## config.mk

```make
export PLATFORM = sky130hd
export DESIGN_NAME = moesi_snoop_responder
export DESIGN_NICKNAME = d
export VERILOG_FILES = /design/src/rtl/moesi_pkg.sv /design/src/rtl/moesi_snoop_next.sv /design/src/rtl/moesi_snoop_responder.sv
export SDC_FILE = /design/constraint.sdc
export NUM_CORES = 1
export LEC_CHECK = 0
export BUFFER_PORTS_ARGS = -buffer_cell sky130_fd_sc_hd__buf_2
export CAP_MARGIN = 10
export CORE_ASPECT_RATIO = 1.5
export CORE_UTILIZATION = 30
export CTS_BUF_LIST = sky130_fd_sc_hd__clkbuf_16
export DETAILED_ROUTE_END_ITERATION = 8
export MAX_ROUTING_LAYER = met4
export PLACE_DENSITY = 0.57
export SLEW_MARGIN = 30
export SYNTH_ARGS = -nofsm -noshare
export SYNTH_HDL_FRONTEND = slang
export SYNTH_SLANG_ARGS = --single-unit
```

## constraint.sdc

```tcl
create_clock -name clk -period 2.1 [get_ports clk]
set_clock_uncertainty 0.2 [all_clocks]
set_input_delay 0.42 -clock clk [delete_from_list [all_inputs] [get_ports clk]]
set_output_delay 0.42 -clock clk [all_outputs]
set_load 0.005 [all_outputs]
```

## src/rtl/moesi_pkg.sv

```systemverilog
// Shared MOESI snoop types.
//   moesi_state_t : stored line state, I=0 S=1 E=2 O=3 M=4
//   bus_req_t     : coherency bus request type
//   snoop_fsm_t   : snoop responder FSM state, with FSM_* constants
package moesi_pkg;

    localparam int MOESI_STATE_W = 3;

    typedef enum logic [MOESI_STATE_W-1:0] {
        MOESI_I = 3'd0,
        MOESI_S = 3'd1,
        MOESI_E = 3'd2,
        MOESI_O = 3'd3,
        MOESI_M = 3'd4
    } moesi_state_t;

    typedef enum logic [1:0] {
        BUS_RD   = 2'b00,
        BUS_RDX  = 2'b01,
        BUS_UPGR = 2'b10,
        BUS_WB   = 2'b11
    } bus_req_t;

    typedef logic [1:0] snoop_fsm_t;

    localparam snoop_fsm_t FSM_IDLE    = 2'd0;
    localparam snoop_fsm_t FSM_LOOKUP  = 2'd1;
    localparam snoop_fsm_t FSM_RESPOND = 2'd2;

endpackage

```

## src/rtl/moesi_snoop_next.sv

```systemverilog
// MOESI snoop transition function (combinational).
//   cur_state  in  : state of the snooped line
//   bus_type   in  : broadcast request type
//   next_state out : state after the snoop
//   dirty      out : this cache must supply the (dirty) data
//   shared     out : line stays valid alongside the requester's copy
//   illegal    out : request is inconsistent with the held state
module moesi_snoop_next
    import moesi_pkg::*;
(
    input  moesi_state_t cur_state,
    input  bus_req_t     bus_type,
    output moesi_state_t next_state,
    output logic         dirty,
    output logic         shared,
    output logic         illegal
);

    always_comb begin
        next_state = cur_state;
        dirty      = 1'b0;
        shared     = 1'b0;
        illegal    = 1'b0;
        unique case (bus_type)
            BUS_RD: begin
                case (cur_state)
                    MOESI_M: begin next_state = MOESI_O; dirty = 1'b1; end
                    MOESI_O: begin dirty = 1'b1; shared = 1'b1; end
                    MOESI_E: begin next_state = MOESI_S; shared = 1'b1; end
                    MOESI_S: shared = 1'b1;
                    default: ;
                endcase
            end
            BUS_RDX: begin
                next_state = MOESI_I;
                dirty      = (cur_state == MOESI_M) || (cur_state == MOESI_O);
            end
            BUS_UPGR: begin
                next_state = MOESI_I;
                // An upgrader claims a shared copy, which cannot coexist with E/M here.
                illegal    = (cur_state == MOESI_E) || (cur_state == MOESI_M);
            end
            default: ; // writebacks never change a snooper's state
        endcase
    end

endmodule

```

## src/rtl/moesi_snoop_responder.sv

```systemverilog
// Per-core MOESI snoop responder. Watches the coherency bus broadcast, looks
// the address up in this core's L1 tag/state array and applies the snoop
// transition. IDLE -> LOOKUP -> RESPOND -> IDLE.
//   bus_*            : broadcast strobe, address, type, requester id
//   tag_rd_*         : tag/state array read (1-cycle latency)
//   st_wr_*          : state write-back
//   snoop_busy       : core pipeline must keep off the tag array
//   snoop_resp/dirty/shared : single-cycle hit response and qualifiers
//   snoop_err        : sticky protocol error
module moesi_snoop_responder
    import moesi_pkg::*;
#(
    parameter int unsigned NUM_CORES        = 4,
    parameter int unsigned ADDR_WIDTH       = 64,
    parameter int unsigned CORE_ID          = 0,
    parameter int unsigned LINE_OFFSET_BITS = 6,
    parameter int unsigned INDEX_BITS       = 6,
    localparam int unsigned TAG_WIDTH       = ADDR_WIDTH - LINE_OFFSET_BITS - INDEX_BITS
) (
    input  logic                     clk,
    input  logic                     rst_n,
    input  logic                     bus_valid,
    input  logic [ADDR_WIDTH-1:0]    bus_addr,
    input  logic [1:0]               bus_type,
    input  logic [1:0]               granted_core_id,
    output logic                     tag_rd_en,
    output logic [INDEX_BITS-1:0]    tag_rd_index,
    input  logic [TAG_WIDTH-1:0]     tag_rd_tag,
    input  logic [MOESI_STATE_W-1:0] tag_rd_state,
    output logic                     st_wr_en,
    output logic [INDEX_BITS-1:0]    st_wr_index,
    output logic [MOESI_STATE_W-1:0] st_wr_state,
    output logic                     snoop_busy,
    output logic                     snoop_resp,
    output logic                     snoop_dirty,
    output logic                     snoop_shared,
    output logic                     snoop_err
);

    if (CORE_ID >= NUM_CORES) begin : g_bad_core_id
        $error("CORE_ID out of range");
    end

    localparam logic [1:0] SELF_ID = CORE_ID[1:0];

    snoop_fsm_t             state_q, state_d;
    logic [INDEX_BITS-1:0]  cap_index_q;
    logic [TAG_WIDTH-1:0]   cap_tag_q;
    bus_req_t               cap_type_q;
    logic                   err_q, err_d;
    logic                   capture;

    // Byte offset is irrelevant to a line-granular lookup.
    logic unused_offset;
    assign unused_offset = ^bus_addr[LINE_OFFSET_BITS-1:0];

    always_comb begin
        state_d = state_q;
        capture = 1'b0;
        case (state_q)
            FSM_IDLE: begin
                if (bus_valid && (granted_core_id != SELF_ID) &&
                    (bus_req_t'(bus_type) != BUS_WB)) begin
                    capture = 1'b1;
                    state_d = FSM_LOOKUP;
                end
            end
            FSM_LOOKUP:  state_d = FSM_RESPOND;
            FSM_RESPOND: state_d = FSM_IDLE;
            default:     state_d = FSM_IDLE;
        endcase
    end

    // Lookup result evaluation (only meaningful in RESPOND).
    moesi_state_t cur_state, nx_state;
    logic         nx_dirty, nx_shared, nx_illegal;
    logic         in_lookup, in_respond, line_valid, hit;

    assign cur_state  = moesi_state_t'(tag_rd_state);
    assign in_lookup  = (state_q == FSM_LOOKUP);
    assign in_respond = (state_q == FSM_RESPOND);
    assign line_valid = cur_state inside {MOESI_S, MOESI_E, MOESI_O, MOESI_M};
    assign hit        = in_respond && (tag_rd_tag == cap_tag_q) && line_valid;

    moesi_snoop_next u_next (
        .cur_state  (cur_state),
        .bus_type   (cap_type_q),
        .next_state (nx_state),
        .dirty      (nx_dirty),
        .shared     (nx_shared),
        .illegal    (nx_illegal)
    );

    // A second broadcast inside the 3-cycle window is dropped but flagged.
    assign err_d = err_q || (bus_valid && (state_q != FSM_IDLE)) || (hit && nx_illegal);

    always_ff @(posedge clk or negedge rst_n) begin
        if (!rst_n) begin
            state_q     <= FSM_IDLE;
            cap_index_q <= '0;
            cap_tag_q   <= '0;
            cap_type_q  <= BUS_RD;
            err_q       <= 1'b0;
        end else begin
            state_q <= state_d;
            err_q   <= err_d;
            if (capture) begin
                cap_index_q <= bus_addr[LINE_OFFSET_BITS +: INDEX_BITS];
                cap_tag_q   <= bus_addr[ADDR_WIDTH-1 -: TAG_WIDTH];
                cap_type_q  <= bus_req_t'(bus_type);
            end
        end
    end

    assign tag_rd_en    = in_lookup;
    assign tag_rd_index = cap_index_q;
    assign snoop_busy   = in_lookup || in_respond;
    assign snoop_resp   = hit;
    assign snoop_dirty  = hit && nx_dirty;
    assign snoop_shared = hit && nx_shared;
    assign st_wr_en     = hit && (nx_state != cur_state);
    assign st_wr_index  = cap_index_q;
    assign st_wr_state  = st_wr_en ? nx_state : MOESI_I;
    assign snoop_err    = err_q;

endmodule

```

======== After elaboration in Yosys (flattened, before gate mapping) ========
Index checks and enable logic that the tools add are counted.
storage, ports and cells
  bits of input ports ..................... 126
  bits in read-only memories .............. 0
  latch bits .............................. 0
  logic and storage cells ................. 51
  bits in registers ....................... 63
  memories kept ........................... 0
  output and inout bits ................... 22
  RAM bits ................................ 0
cells by class
  equality and inequality tests ........... 12
  order comparisons ....................... 0
  divide/modulo/power cells ............... 0
  shifts and indexed selects .............. 0
  multiplexer cells ....................... 12
  reductions and logical operators ........ 22
  $add $sub $neg .......................... 0
  bitwise gates (word level) .............. 0
  $mul .................................... 0
operators by type and width
  kind                number
  $eq 52x52->1        1
  $pmux 3 s2          2
  $logic_and 1x1->1   9
  $eq 3x2->1 const B  2
  $mux 1              6
  $logic_or 1x1->1    5
  $eq 2x1->1 const B  2
  $eq 2x2->1 const B  2
  $logic_not 2->1     2
  $ne 2x2->1 const B  2
  $pmux 2 s2          1
  $reduce_bool 2->1   2
  $reduce_bool 4->1   1
  $reduce_or 2->1     2
  $eq 3x1->1 const B  1
  $eq 3x3->1 const B  1
  $mux 3              1
  $ne 3x3->1          1
  $reduce_or 3->1     1
  $mux 2              1
  $pmux 1 s2          1

======== Longest topological paths before layout ========
Gate-level depths: netlist of run 1.
  depth in word-level cells ............... 6
  mapped depth ............................ 6
  gate-level depth less buffers ........... 6

======== Cells and area by module ========
From an unflattened synthesis of run 1, not the netlist that was laid out.
unflattened totals
  cells, all modules ...................... 278
  area, all modules ....................... 3,326.9 µm²
by module, submodules not included
  module                 cells an instance  area each (µm²)  sequential area each (µm²)  times used
  moesi_snoop_responder  259                3,209.3          1,576.5                     1
  moesi_snoop_next       19                 117.6            0.0                         1

======== Worst setup path after synthesis of run 1 ========
OpenSTA, ideal clock, no wires.
  path kind ............................... input port to output port
  start point ............................. in tag_rd_tag[37]
  end point ............................... out st_wr_state[1]
  arrival time ............................ 1.730 ns
  stages .................................. 5
  buffers on the path ..................... 0
  data required time ...................... 1.480 ns
  setup slack ............................. -0.250 ns
  cell sequence ........................... and2b_1 > a2111o_1 > nor4b_2 > nand3_2 > nor4_1
on the way
  word-level cells in the longest chain between the ends .. 5
RTL lines
  item                            RTL line                      text
  start, declared                 moesi_snoop_responder.sv:28   input logic [TAG_WIDTH-1:0] tag_rd_tag,
  $eq 52x52->1                    moesi_snoop_responder.sv:83   assign hit = in_respond && (tag_rd_tag == cap_tag_q) && line_valid;
  $logic_and 1x1->1 (2 in a row)  moesi_snoop_responder.sv:83
  $logic_and 1x1->1               moesi_snoop_responder.sv:121  assign st_wr_en = hit && (nx_state != cur_state);
  $mux 3                          moesi_snoop_responder.sv:123  assign st_wr_state = st_wr_en ? nx_state : MOESI_I;
  end, declared                   moesi_snoop_responder.sv:32   output logic [MOESI_STATE_W-1:0] st_wr_state,
Every way passes these cells.

======== Worst setup path after layout of run 1 ========
  start point ............................. reg cap_tag_q[46]
  end point ............................... out st_wr_state[0]
on the way
  word-level cells in the longest chain between the ends .. 5
RTL lines
  item                            RTL line                      text
  start, declared                 moesi_snoop_responder.sv:48   logic [TAG_WIDTH-1:0] cap_tag_q;
  start signal, assigned          moesi_snoop_responder.sv:109  cap_tag_q <= bus_addr[ADDR_WIDTH-1 -: TAG_WIDTH];
  $eq 52x52->1                    moesi_snoop_responder.sv:83
  $logic_and 1x1->1 (2 in a row)  moesi_snoop_responder.sv:83
  $logic_and 1x1->1               moesi_snoop_responder.sv:121
  $mux 3                          moesi_snoop_responder.sv:123
Every way passes these cells.

==> results.sh, run 1 <==
export IMPL_design_area_um2=4670
export IMPL_violations="setup timing"
export IMPL_cpMostUsedCell="nand4_1"
export IMPL_whs_path_depth=2
export IMPL_hold_path_class="input port to flop"
export IMPL_finalSetupViolations=6
export IMPL_syn_area_um2=3230
export IMPL_tritoncts="done"
export IMPL_netlist_top_cell_by_area="dfrtp_1"
export IMPL_setup_tns_final_ns=-3.84
export IMPL_drive_gt1_frac=0.588
export IMPL_synth_cells=264
export IMPL_dpl_cell_area_um2=4260
export IMPL_coreArea_um2=10500
export IMPL_synth_top_area_share=0.488
export IMPL_ff2ff_path_depth=6
export IMPL_initial_utilization=0.307
export IMPL_hold_end="cap_tag_q[8]"
export IMPL_grt_util_all_layers=0.154
export IMPL_grt_overflow=0
export IMPL_clk_pin_slew_worst_paths_ns=0.06
export IMPL_rrSetupSlack_ns=0.23
export IMPL_hold_worst_slack_ns=0.122
export IMPL_rr_startpoint="state_q[0]"
export IMPL_avgSynthCellArea_um2=12.2
export IMPL_seqCellArea_um2=1580
export IMPL_cp_start_kind="flop"
export IMPL_cpPeakStageDelay_ns=0.39
export IMPL_cp_arrival_ns=2.15
export IMPL_die_w_um=86.7
export IMPL_ir_drop_v=0.000563
export IMPL_ant_nets=0
export IMPL_num_io_pins=148
export IMPL_grt_max_degree=64
export IMPL_synth_area_leaders="dfrtp_1 (49%), mux2_2 (21%), xnor2_1 (9.8%)"
export IMPL_leakage_uw=0.00217
export IMPL_fill_cells=1032
export IMPL_cp_max_fo=7
export IMPL_cts_inserted_buffers=9
export IMPL_syn_to_final_growth_pct=44.8
export IMPL_cts_sinks=63
export IMPL_drt_total_wl_mm=7.95
export IMPL_hold_viol=0
export IMPL_synth_ff_type="dfrtp_1"
export IMPL_dr_pass1_iters=4
export IMPL_gp_congestion=0.789
export IMPL_synth_async_sr_flop_share=1.00
export IMPL_clock_fmax_mhz=360
export IMPL_p_per_area_nw_per_um2=1250
export IMPL_multi_input_area_um2=1630
export IMPL_clkLatencyLatePin_ns=0.32
export IMPL_cp_required_ns=1.48
export IMPL_syn_num_nets=393
export IMPL_cap_violations=0
export IMPL_drv_slew=0
export IMPL_finalNetCount=556
export IMPL_die_area_um2=11200
export IMPL_period_minus_slack_ns=2.77
export IMPL_path_cells="xnor2_1 -> nand4_1 -> nor4_4 -> nand4_1 -> buf_6 -> a2111oi_4 -> buf_2"
export IMPL_final_util=0.444
export IMPL_drc_errors=0
export IMPL_grt_pass1_vias=2703
export IMPL_drtIter0Drc=53
export IMPL_h_tree_depth=3
export IMPL_rows=46
export IMPL_period_share=1.32
export IMPL_die_h_um=129
export IMPL_vias_per_cell=4.43
export IMPL_ys_ff_latch=63
export IMPL_end_kind="primary output"
export IMPL_grt_pass1_wl_mm=12.4
export IMPL_total_power_uw=5830
export IMPL_crit_type="flop to primary output"
export IMPL_portBuffers=140
export IMPL_clockRootBuffer="clkbuf_16"
export IMPL_ys_warn_count=0
export IMPL_wl_per_cell_um=13.8
export IMPL_slowest_stage="dfrtp_1"
export IMPL_hp_start="bus_addr[20]"
export IMPL_status="complete, but fails checks"
export IMPL_clockBufferDepth=2
export IMPL_antenna_found_initial=2
export IMPL_ys_types=33
export IMPL_hpwl_mm=6.18
export IMPL_r2r_end="cap_tag_q[20]"
export IMPL_rsz0062_at_grt="yes"
export IMPL_yosysSeqAreaShare=0.488
export IMPL_dr_total_vias=2558
export IMPL_setup_ws_ns=-0.675
export IMPL_synth_edff_count=0
-- cells by family (layout without fill, tap and decap cells) --
logic type      after synthesis  after routing  synth area share
compound gates               22             22            0.0496
xor+xnor                     42             42             0.114
fa+ha+maj                     3              3            0.0116
buf+inv                      27            195            0.0407
flops                        63             63             0.488
mux                          60             60             0.209
other cells                   1              3           0.00116
simple gates                 46             46            0.0856
-- through the flow --
step	setup WS, ns	std cells
2_1_floorplan	-0.235	264
3_3_place_gp	-0.573	557
3_5_place_dp	-0.617	557
4_1_cts	-0.723	574
5_1_grt	-0.826	578
6_report	-0.675	578
-- layout by cell type, fill, tap and decap left out, types with 3 or more instances in the layout --
master and instances:
a2111o_1 3, a21oi_1 4, and2b_1 3, buf_2 140, buf_4 22, clkbuf_16 9
dfrtp_1 63, inv_1 14, mux2_2 60, nand4_1 9, nor2_1 6, nor2b_1 5
nor3_1 3, nor4_2 4, o21ai_0 5, o22ai_1 3, xnor2_1 34, xor2_1 6
-- worst max-delay path, delay by kind of cell (launching register included) --
kind / cells / cell delay [ns]
buf+inv: 2 / 0.36
flops: 1 / 0.39
xor+xnor: 1 / 0.14
simple gates: 3 / 0.64
compound gates: 1 / 0.31
-- state kept, by name (all words and copies together), names as in the netlist --
name,count
st_wr_index,6
state_q,2
cap_tag_q,52
snoop_err,1
cap_type_q,2
-- cells in the mapped netlist (3+ instances only) --
cell type,instances
dfrtp_1,63
mux2_2,60
xnor2_1,36
inv_1,13
nand4_1,9
buf_4,8
nor2_1,7
nor4_1,7
buf_1,6
nor2b_1,6
o21ai_0,6
xor2_1,6
a21oi_1,4
nor3_1,4
a2111o_1,3
and2b_1,3
ha_1,3
o22ai_1,3
-- cell type report --
cell class                      instances  area share
Clock buffer                            9      0.0482
Tap cell                              144      0.0385
Antenna cell                            2     0.00107
Timing Repair Buffer                  166       0.198
Multi-Input combinational cell        174       0.349
Sequential cell                        63       0.337
Clock inverter                          7      0.0171
Inverter                               13      0.0104
-- worst max path at each step --
| stage | from | end | cells after the start |
|---|---|---|---|
| after floorplan | tag_rd_tag[37] | st_wr_state[0] | 5 |
| after global placement | tag_rd_tag[34] | st_wr_state[0] | 8 |
| after detailed placement | tag_rd_tag[34] | st_wr_state[0] | 8 |
| after CTS | cap_tag_q[46] | st_wr_state[0] | 7 |
| after global routing | cap_tag_q[24] | st_wr_state[0] | 7 |
| final | cap_tag_q[46] | st_wr_state[0] | 7 |
-- metal layers --
layer / GRT usage / wire length, µm
met5: - / 0
met4: 0.0667 / 116
met3: 0.0414 / 362
met2: 0.275 / 4490
met1: 0.157 / 2990
-- timing repair --
action,in CTS,in global routing
hold buffers,1,0
pin swaps,12,3
endpoints found under the setup margin,6,6
buffers inserted,0,2
resized for setup,14,2
hold endpoints to repair,63,0
-- power breakdown --
group	leakage, µW	total (µW)	switching, µW	internal, µW
combinational	0.00127	2070	799	1280
sequential	0.000740	2220	394	1830
clock	0.000157	1530	515	1020
(Power assumes the default switching activity.)
==> run 2, diff against run 1 <==
--- a/config.mk
+++ b/config.mk
@@ -11,8 +11,7 @@
 export CORE_UTILIZATION = 30
 export CTS_BUF_LIST = sky130_fd_sc_hd__clkbuf_16
 export DETAILED_ROUTE_END_ITERATION = 8
-export MAX_ROUTING_LAYER = met4
-export PLACE_DENSITY = 0.57
+export PLACE_DENSITY = 0.55
 export SLEW_MARGIN = 30
 export SYNTH_ARGS = -nofsm -noshare
 export SYNTH_HDL_FRONTEND = slang
==> constraint.sdc (replaced) <==
create_clock -name clk -period 2.6 [get_ports clk]
set_clock_uncertainty 0.2 [all_clocks]
set_input_delay 0.52 -clock clk [delete_from_list [all_inputs] [get_ports clk]]
set_output_delay 0.52 -clock clk [all_outputs]
set_load 0.005 [all_outputs]
==> run 2 against run 1 <==
  * The flow still finishes with violations (setup timing)
  * Flip-flop and latch count unchanged
  * Combinational power decreased by 21%
  * Worst hold slack improved by 0.10 ns
  * Core utilization decreased by 0.33 points
  * Global-route usage decreased by 1.5 points
  * Critical path type unchanged
  * Non-clock buffer count decreased by 1
  * Sequential power decreased by 19%
  * Cell count decreased by 0.35%
==> results.sh, run 2 (same netlist as run 1, synthesis figures left out) <==
export IMPL_cts_sinks=63
export IMPL_period_minus_slack_ns=2.94
export IMPL_crit_type="flop to primary output"
export IMPL_antenna_found_initial=2
export IMPL_portBuffers=140
export IMPL_vias_per_cell=4.46
export IMPL_cp_required_ns=1.88
export IMPL_grt_pass1_wl_mm=11.6
export IMPL_total_power_uw=4660
export IMPL_ir_drop_v=0.000482
export IMPL_leakage_uw=0.00216
export IMPL_final_cell_mix="buf_2 (140), dfrtp_1 (63), mux2_2 (60)"
export IMPL_hold_viol=0
export IMPL_grt_overflow=0
export IMPL_hold_worst_slack_ns=0.224
export IMPL_initial_utilization=0.307
export IMPL_cpPeakStageDelay_ns=0.41
export IMPL_clk_pin_slew_worst_paths_ns=0.05
export IMPL_clock_fmax_mhz=340
export IMPL_rows=46
export IMPL_drv_slew=0
export IMPL_die_area_um2=11200
export IMPL_end_kind="primary output"
export IMPL_setup_ws_ns=-0.337
export IMPL_clockRootBuffer="clkbuf_16"
export IMPL_clkLatencyLatePin_ns=0.32
export IMPL_ant_nets=0
export IMPL_grt_pass1_vias=2566
export IMPL_drtIter0Drc=74
export IMPL_syn_to_final_growth_pct=43.7
export IMPL_dr_total_vias=2568
export IMPL_grt_util_all_layers=0.139
export IMPL_drt_total_wl_mm=7.66
export IMPL_tritoncts="done"
export IMPL_path_cells="and2b_1 -> a2111o_1 -> nor4b_2 -> buf_4 -> nand3_4 -> nor4_2 -> buf_2"
export IMPL_cts_inserted_buffers=9
export IMPL_drive_gt1_frac=0.571
export IMPL_finalSetupViolations=6
export IMPL_status="complete, but fails checks"
export IMPL_cp_arrival_ns=2.22
export IMPL_post_cts_buffers=0
export IMPL_die_h_um=129
export IMPL_finalNetCount=555
export IMPL_cp_start_kind="flop"
export IMPL_num_io_pins=148
export IMPL_drc_errors=0
export IMPL_cap_violations=0
export IMPL_grt_max_degree=60
export IMPL_final_common_cell="buf_2"
export IMPL_period_share=1.13
export IMPL_hold_path_class="input port to flop"
export IMPL_rsz0062_at_grt="yes"
export IMPL_wl_per_cell_um=13.3
export IMPL_rrSetupSlack_ns=0.75
export IMPL_die_w_um=86.7
export IMPL_hpwl_mm=6.00
export IMPL_slowest_stage="a2111o_1"
export IMPL_cp_max_fo=6
export IMPL_violations="setup timing"
export IMPL_dr_pass1_iters=4
export IMPL_h_tree_depth=3
export IMPL_gp_congestion=0.722
export IMPL_clockBufferDepth=2
export IMPL_p_per_area_nw_per_um2=1010
export IMPL_largest_register_ffs=52
export IMPL_top_register="cap_tag_q"
export IMPL_coreArea_um2=10500
[run 2: layout make-up]
class	count	area (µm²)
fillers	1036	5890
multi-input cells	174	1590
flip-flops and latches	63	1580
repair buffers	165	936
clock buffers	9	225
well taps	144	180
clock inverters	7	80.1
inverters	13	48.8
diodes	1	2.50
[run 2: critical path, delay by kind of cell (launching register included)]
family	cells	cell delay, ns
flops	1	0.37
compound gates	1	0.41
simple gates	4	0.81
buf+inv	2	0.31
[run 2: timing repair]
| action | 4_1_cts | 5_1_grt |
|---|---|---|
| hold buffers | 1 | 0 |
| endpoints found under the hold margin | 4 | 0 |
| resized for setup | 9 | 2 |
| endpoints found under the setup margin | 6 | 6 |
| pin swaps | 12 | 7 |
[run 2: metal layers]
| layer | vias to the layer above | share of wire | wire, µm | GRT usage |
|---|---|---|---|---|
| met5 | - | 0.0017 | 13 | 0 |
| met3 | 13 | 0.052 | 399 | 0.0395 |
| met2 | 78 | 0.54 | 4170 | 0.251 |
| met4 | 2 | 0.022 | 171 | 0.0667 |
| met1 | 1227 | 0.38 | 2910 | 0.147 |
| li1 | 1248 | - | - | - |
[run 2: metrics by stage]
stage | cell area, µm² | worst slack, ns | std cells | util | setup TNS [ns]
2_1_floorplan | 3230 | 0.0505 | 264 | - | 0
3_3_place_gp | 4260 | -0.531 | 559 | 0.404 | -2.45
3_5_place_dp | 4260 | -0.549 | 559 | 0.404 | -2.62
4_1_cts | 4620 | -0.415 | 575 | 0.439 | -2.16
5_1_grt | 4640 | -0.484 | 576 | 0.440 | -2.56
6_report | 4640 | -0.337 | 576 | 0.440 | -1.72
[run 2: final timing paths]
kind | start | endpoint | cells past startpoint
setup / recovery | cap_tag_q[37] | st_wr_state[1] | 7
hold / removal | bus_addr[62] | cap_tag_q[50] | 2
setup reg to reg | cap_tag_q[37] | snoop_err | 6
hold reg to reg | snoop_err | snoop_err | 2
max in group asynchronous | rst_n | cap_tag_q[20] | 3
min in group asynchronous | rst_n | cap_tag_q[4] | 2
[run 2: power by group]
group          leakage, µW  internal [µW]  total, µW  switching (µW)
combinational      0.00127           1010       1640             625
sequential        0.000740           1480       1800             318
clock             0.000157            823       1230             409
total              0.00216           3310       4660            1350
==> run 3, diff against run 2 <==
--- a/config.mk
+++ b/config.mk
@@ -5,13 +5,13 @@
 export SDC_FILE = /design/constraint.sdc
 export NUM_CORES = 1
 export LEC_CHECK = 0
-export BUFFER_PORTS_ARGS = -buffer_cell sky130_fd_sc_hd__buf_2
 export CAP_MARGIN = 10
 export CORE_ASPECT_RATIO = 1.5
-export CORE_UTILIZATION = 30
+export CORE_UTILIZATION = 50
 export CTS_BUF_LIST = sky130_fd_sc_hd__clkbuf_16
 export DETAILED_ROUTE_END_ITERATION = 8
-export PLACE_DENSITY = 0.55
+export DONT_BUFFER_PORTS = 1
+export PLACE_DENSITY = 0.73
 export SLEW_MARGIN = 30
 export SYNTH_ARGS = -nofsm -noshare
 export SYNTH_HDL_FRONTEND = slang
==> run 3 against run 2 <==
  * The flow still finishes with violations (setup timing)
  * Power decreased by 5.8%
  * Register-to-register slack barely moved
  * Sequential share of layout area rose by 8.2 points
  * Clock power hardly changed
  * Setup slack better by 0.13 ns
  * Global-route usage up 6.0 points
  * Clock-buffer cell count did not move
  * Core utilization grew 16 points
  * Non-clock buffer count fell by 157
  * Routed wire length fell by 16%
  * Combinational power down 18%
  * Critical path depth is 2 lower
  * Critical path type unchanged
  * Critical endpoint is now st_wr_state[0]
  * Largest cell class unchanged
  * Highest routed layer is now met4
==> results.sh, run 3 (same netlist as run 1, synthesis figures left out) <==
export IMPL_drc_errors=0
export IMPL_ant_nets=0
export IMPL_vias_per_cell=5.79
export IMPL_syn_to_final_growth_pct=15.7
export IMPL_status="complete, but fails checks"
export IMPL_drtIter0Drc=96
export IMPL_antenna_found_initial=0
export IMPL_hpwl_mm=4.85
export IMPL_end_kind="primary output"
export IMPL_rsz0062_at_grt="yes"
export IMPL_cts_inserted_buffers=9
export IMPL_grt_max_degree=64
export IMPL_multi_input_area_um2=1620
export IMPL_wl_per_cell_um=18.4
export IMPL_dr_total_vias=2015
export IMPL_ir_drop_v=0.000583
export IMPL_num_io_pins=148
export IMPL_clock_fmax_mhz=356
export IMPL_cap_violations=0
export IMPL_path_cells="nor2b_1 -> a2111o_1 -> nor4b_4 -> nand3_4 -> a2111oi_4"
export IMPL_worst_path_buf_inv=0
export IMPL_rows=35
export IMPL_tritoncts="done"
export IMPL_finalSetupViolations=6
export IMPL_seqCellArea_um2=1580
export IMPL_clockBufferDepth=2
export IMPL_p_per_area_nw_per_um2=1180
export IMPL_clk_pin_slew_worst_paths_ns=0.05
export IMPL_initial_utilization=0.523
export IMPL_cp_max_fo=6
export IMPL_coreArea_um2=6170
export IMPL_cp_required_ns=1.88
export IMPL_r2r_end="snoop_err"
export IMPL_largest_register_ffs=52
export IMPL_die_w_um=67.6
export IMPL_clockRootBuffer="clkbuf_16"
export IMPL_grt_overflow=0
export IMPL_cp_arrival_ns=2.09
export IMPL_ff2ff_path_depth=5
export IMPL_clkLatencyLatePin_ns=0.32
export IMPL_drt_total_wl_mm=6.42
export IMPL_crit_type="flop to primary output"
export IMPL_drive_gt1_frac=0.325
export IMPL_die_h_um=100
export IMPL_dr_pass1_iters=4
export IMPL_portBuffers=0
export IMPL_leakage_uw=0.00153
export IMPL_drv_slew=0
export IMPL_total_power_uw=4390
export IMPL_h_tree_depth=3
export IMPL_grt_pass1_wl_mm=9.58
export IMPL_rr_startpoint="cap_tag_q[29]"
export IMPL_grt_pass1_vias=2047
export IMPL_period_share=1.08
export IMPL_cts_sinks=63
export IMPL_whs_path_depth=1
export IMPL_cp_start_kind="flop"
export IMPL_fill_cells=499
export IMPL_grt_util_all_layers=0.199
export IMPL_period_minus_slack_ns=2.81
export IMPL_hold_viol=0
export IMPL_final_cell_mix="dfrtp_1 (63), mux2_2 (60), xnor2_1 (36)"
export IMPL_gp_congestion=0.721
export IMPL_hold_path_class="input port to flop"
export IMPL_slowest_stage="a2111o_1"
export IMPL_cpLargestDelayFamily="simple AND/OR/NAND/NOR gates"
export IMPL_top_register="cap_tag_q"
export IMPL_diodes=0
export IMPL_final_common_cell="dfrtp_1"
export IMPL_hp_start="bus_addr[23]"
export IMPL_setup_ws_ns=-0.206
export IMPL_rrSetupSlack_ns=0.76
export IMPL_final_util=0.605
export IMPL_cpPeakStageDelay_ns=0.43
export IMPL_hold_worst_slack_ns=0.142
export IMPL_die_area_um2=6790
export IMPL_hold_end="cap_tag_q[11]"
export IMPL_finalNetCount=398
export IMPL_violations="setup timing"
## run 3: cell types whose count changed in the layout (fill, tap and decap cells not counted), moves of 2 or more
cell / delta
buf_12: -2
nor4_2: -3
buf_2: -140
buf_4: -15
nor4_4: +2
## run 3: where the power goes
part | leakage (µW) | internal, µW | switching [µW]
Clock | 0.000157 | 822 | 396
Sequential | 0.000740 | 1480 | 347
Combinational | 0.000631 | 829 | 521
## run 3: timing repair
item                       CTS  global route
buffers inserted             1             1
pin swaps                    6             3
hold endpoints to repair    63             0
gates resized for setup     11             3
hold buffers                 2             0
setup endpoints to repair    6             6
## run 3: area by class of cell
cell class,count,area share
multi-input combinational,174,0.432
sequential,63,0.422
clock buffer,9,0.0603
timing repair buffer,8,0.0264
tap,74,0.0248
clock inverter,7,0.0214
inverter,13,0.0131
## run 3: per-stage QoR
| stage | setup slack [ns] | std cells | area, µm² | TNS (ns) |
|---|---|---|---|---|
| after detailed placement | -0.0907 | 328 | 3280 | -0.243 |
| after global placement | -0.0839 | 328 | 3280 | -0.274 |
| final | -0.206 | 348 | 3740 | -0.993 |
| after CTS | -0.202 | 347 | 3710 | -0.907 |
| after floorplan | 0.0505 | 264 | 3230 | 0 |
| after global routing | -0.286 | 348 | 3740 | -1.49 |
## run 3: routing by layer
layer | routed length (µm) | part of all wire | vias up | global-route usage
met5 | 0 | 0 | - | 0
met4 | 134 | 0.021 | 0 | 0.0917
met3 | 550 | 0.086 | 11 | 0.0784
met2 | 3560 | 0.55 | 82 | 0.353
met1 | 2180 | 0.34 | 984 | 0.196
li1 | - | - | 938 | -
## run 3: worst reg2reg max path: cells and delay by family, from the launching register on
| family | cells | cell delay (ns) |
|---|---|---|
| compound gates | 2 | 0.59 |
| flops | 1 | 0.37 |
| simple gates | 3 | 0.60 |
## run 3: how the worst max path moves through the flow
stage / from / depth (start not counted) / slack, ns / to
CTS: cap_tag_q[37] / 5 / -0.20 / snoop_dirty
global placement: tag_rd_tag[15] / 5 / -0.08 / st_wr_state[1]
finish: cap_tag_q[29] / 5 / -0.21 / st_wr_state[0]
global route: cap_tag_q[37] / 5 / -0.29 / snoop_dirty
floorplan: tag_rd_tag[37] / 5 / 0.05 / st_wr_state[1]
detailed placement: tag_rd_tag[15] / 5 / -0.09 / st_wr_state[1]
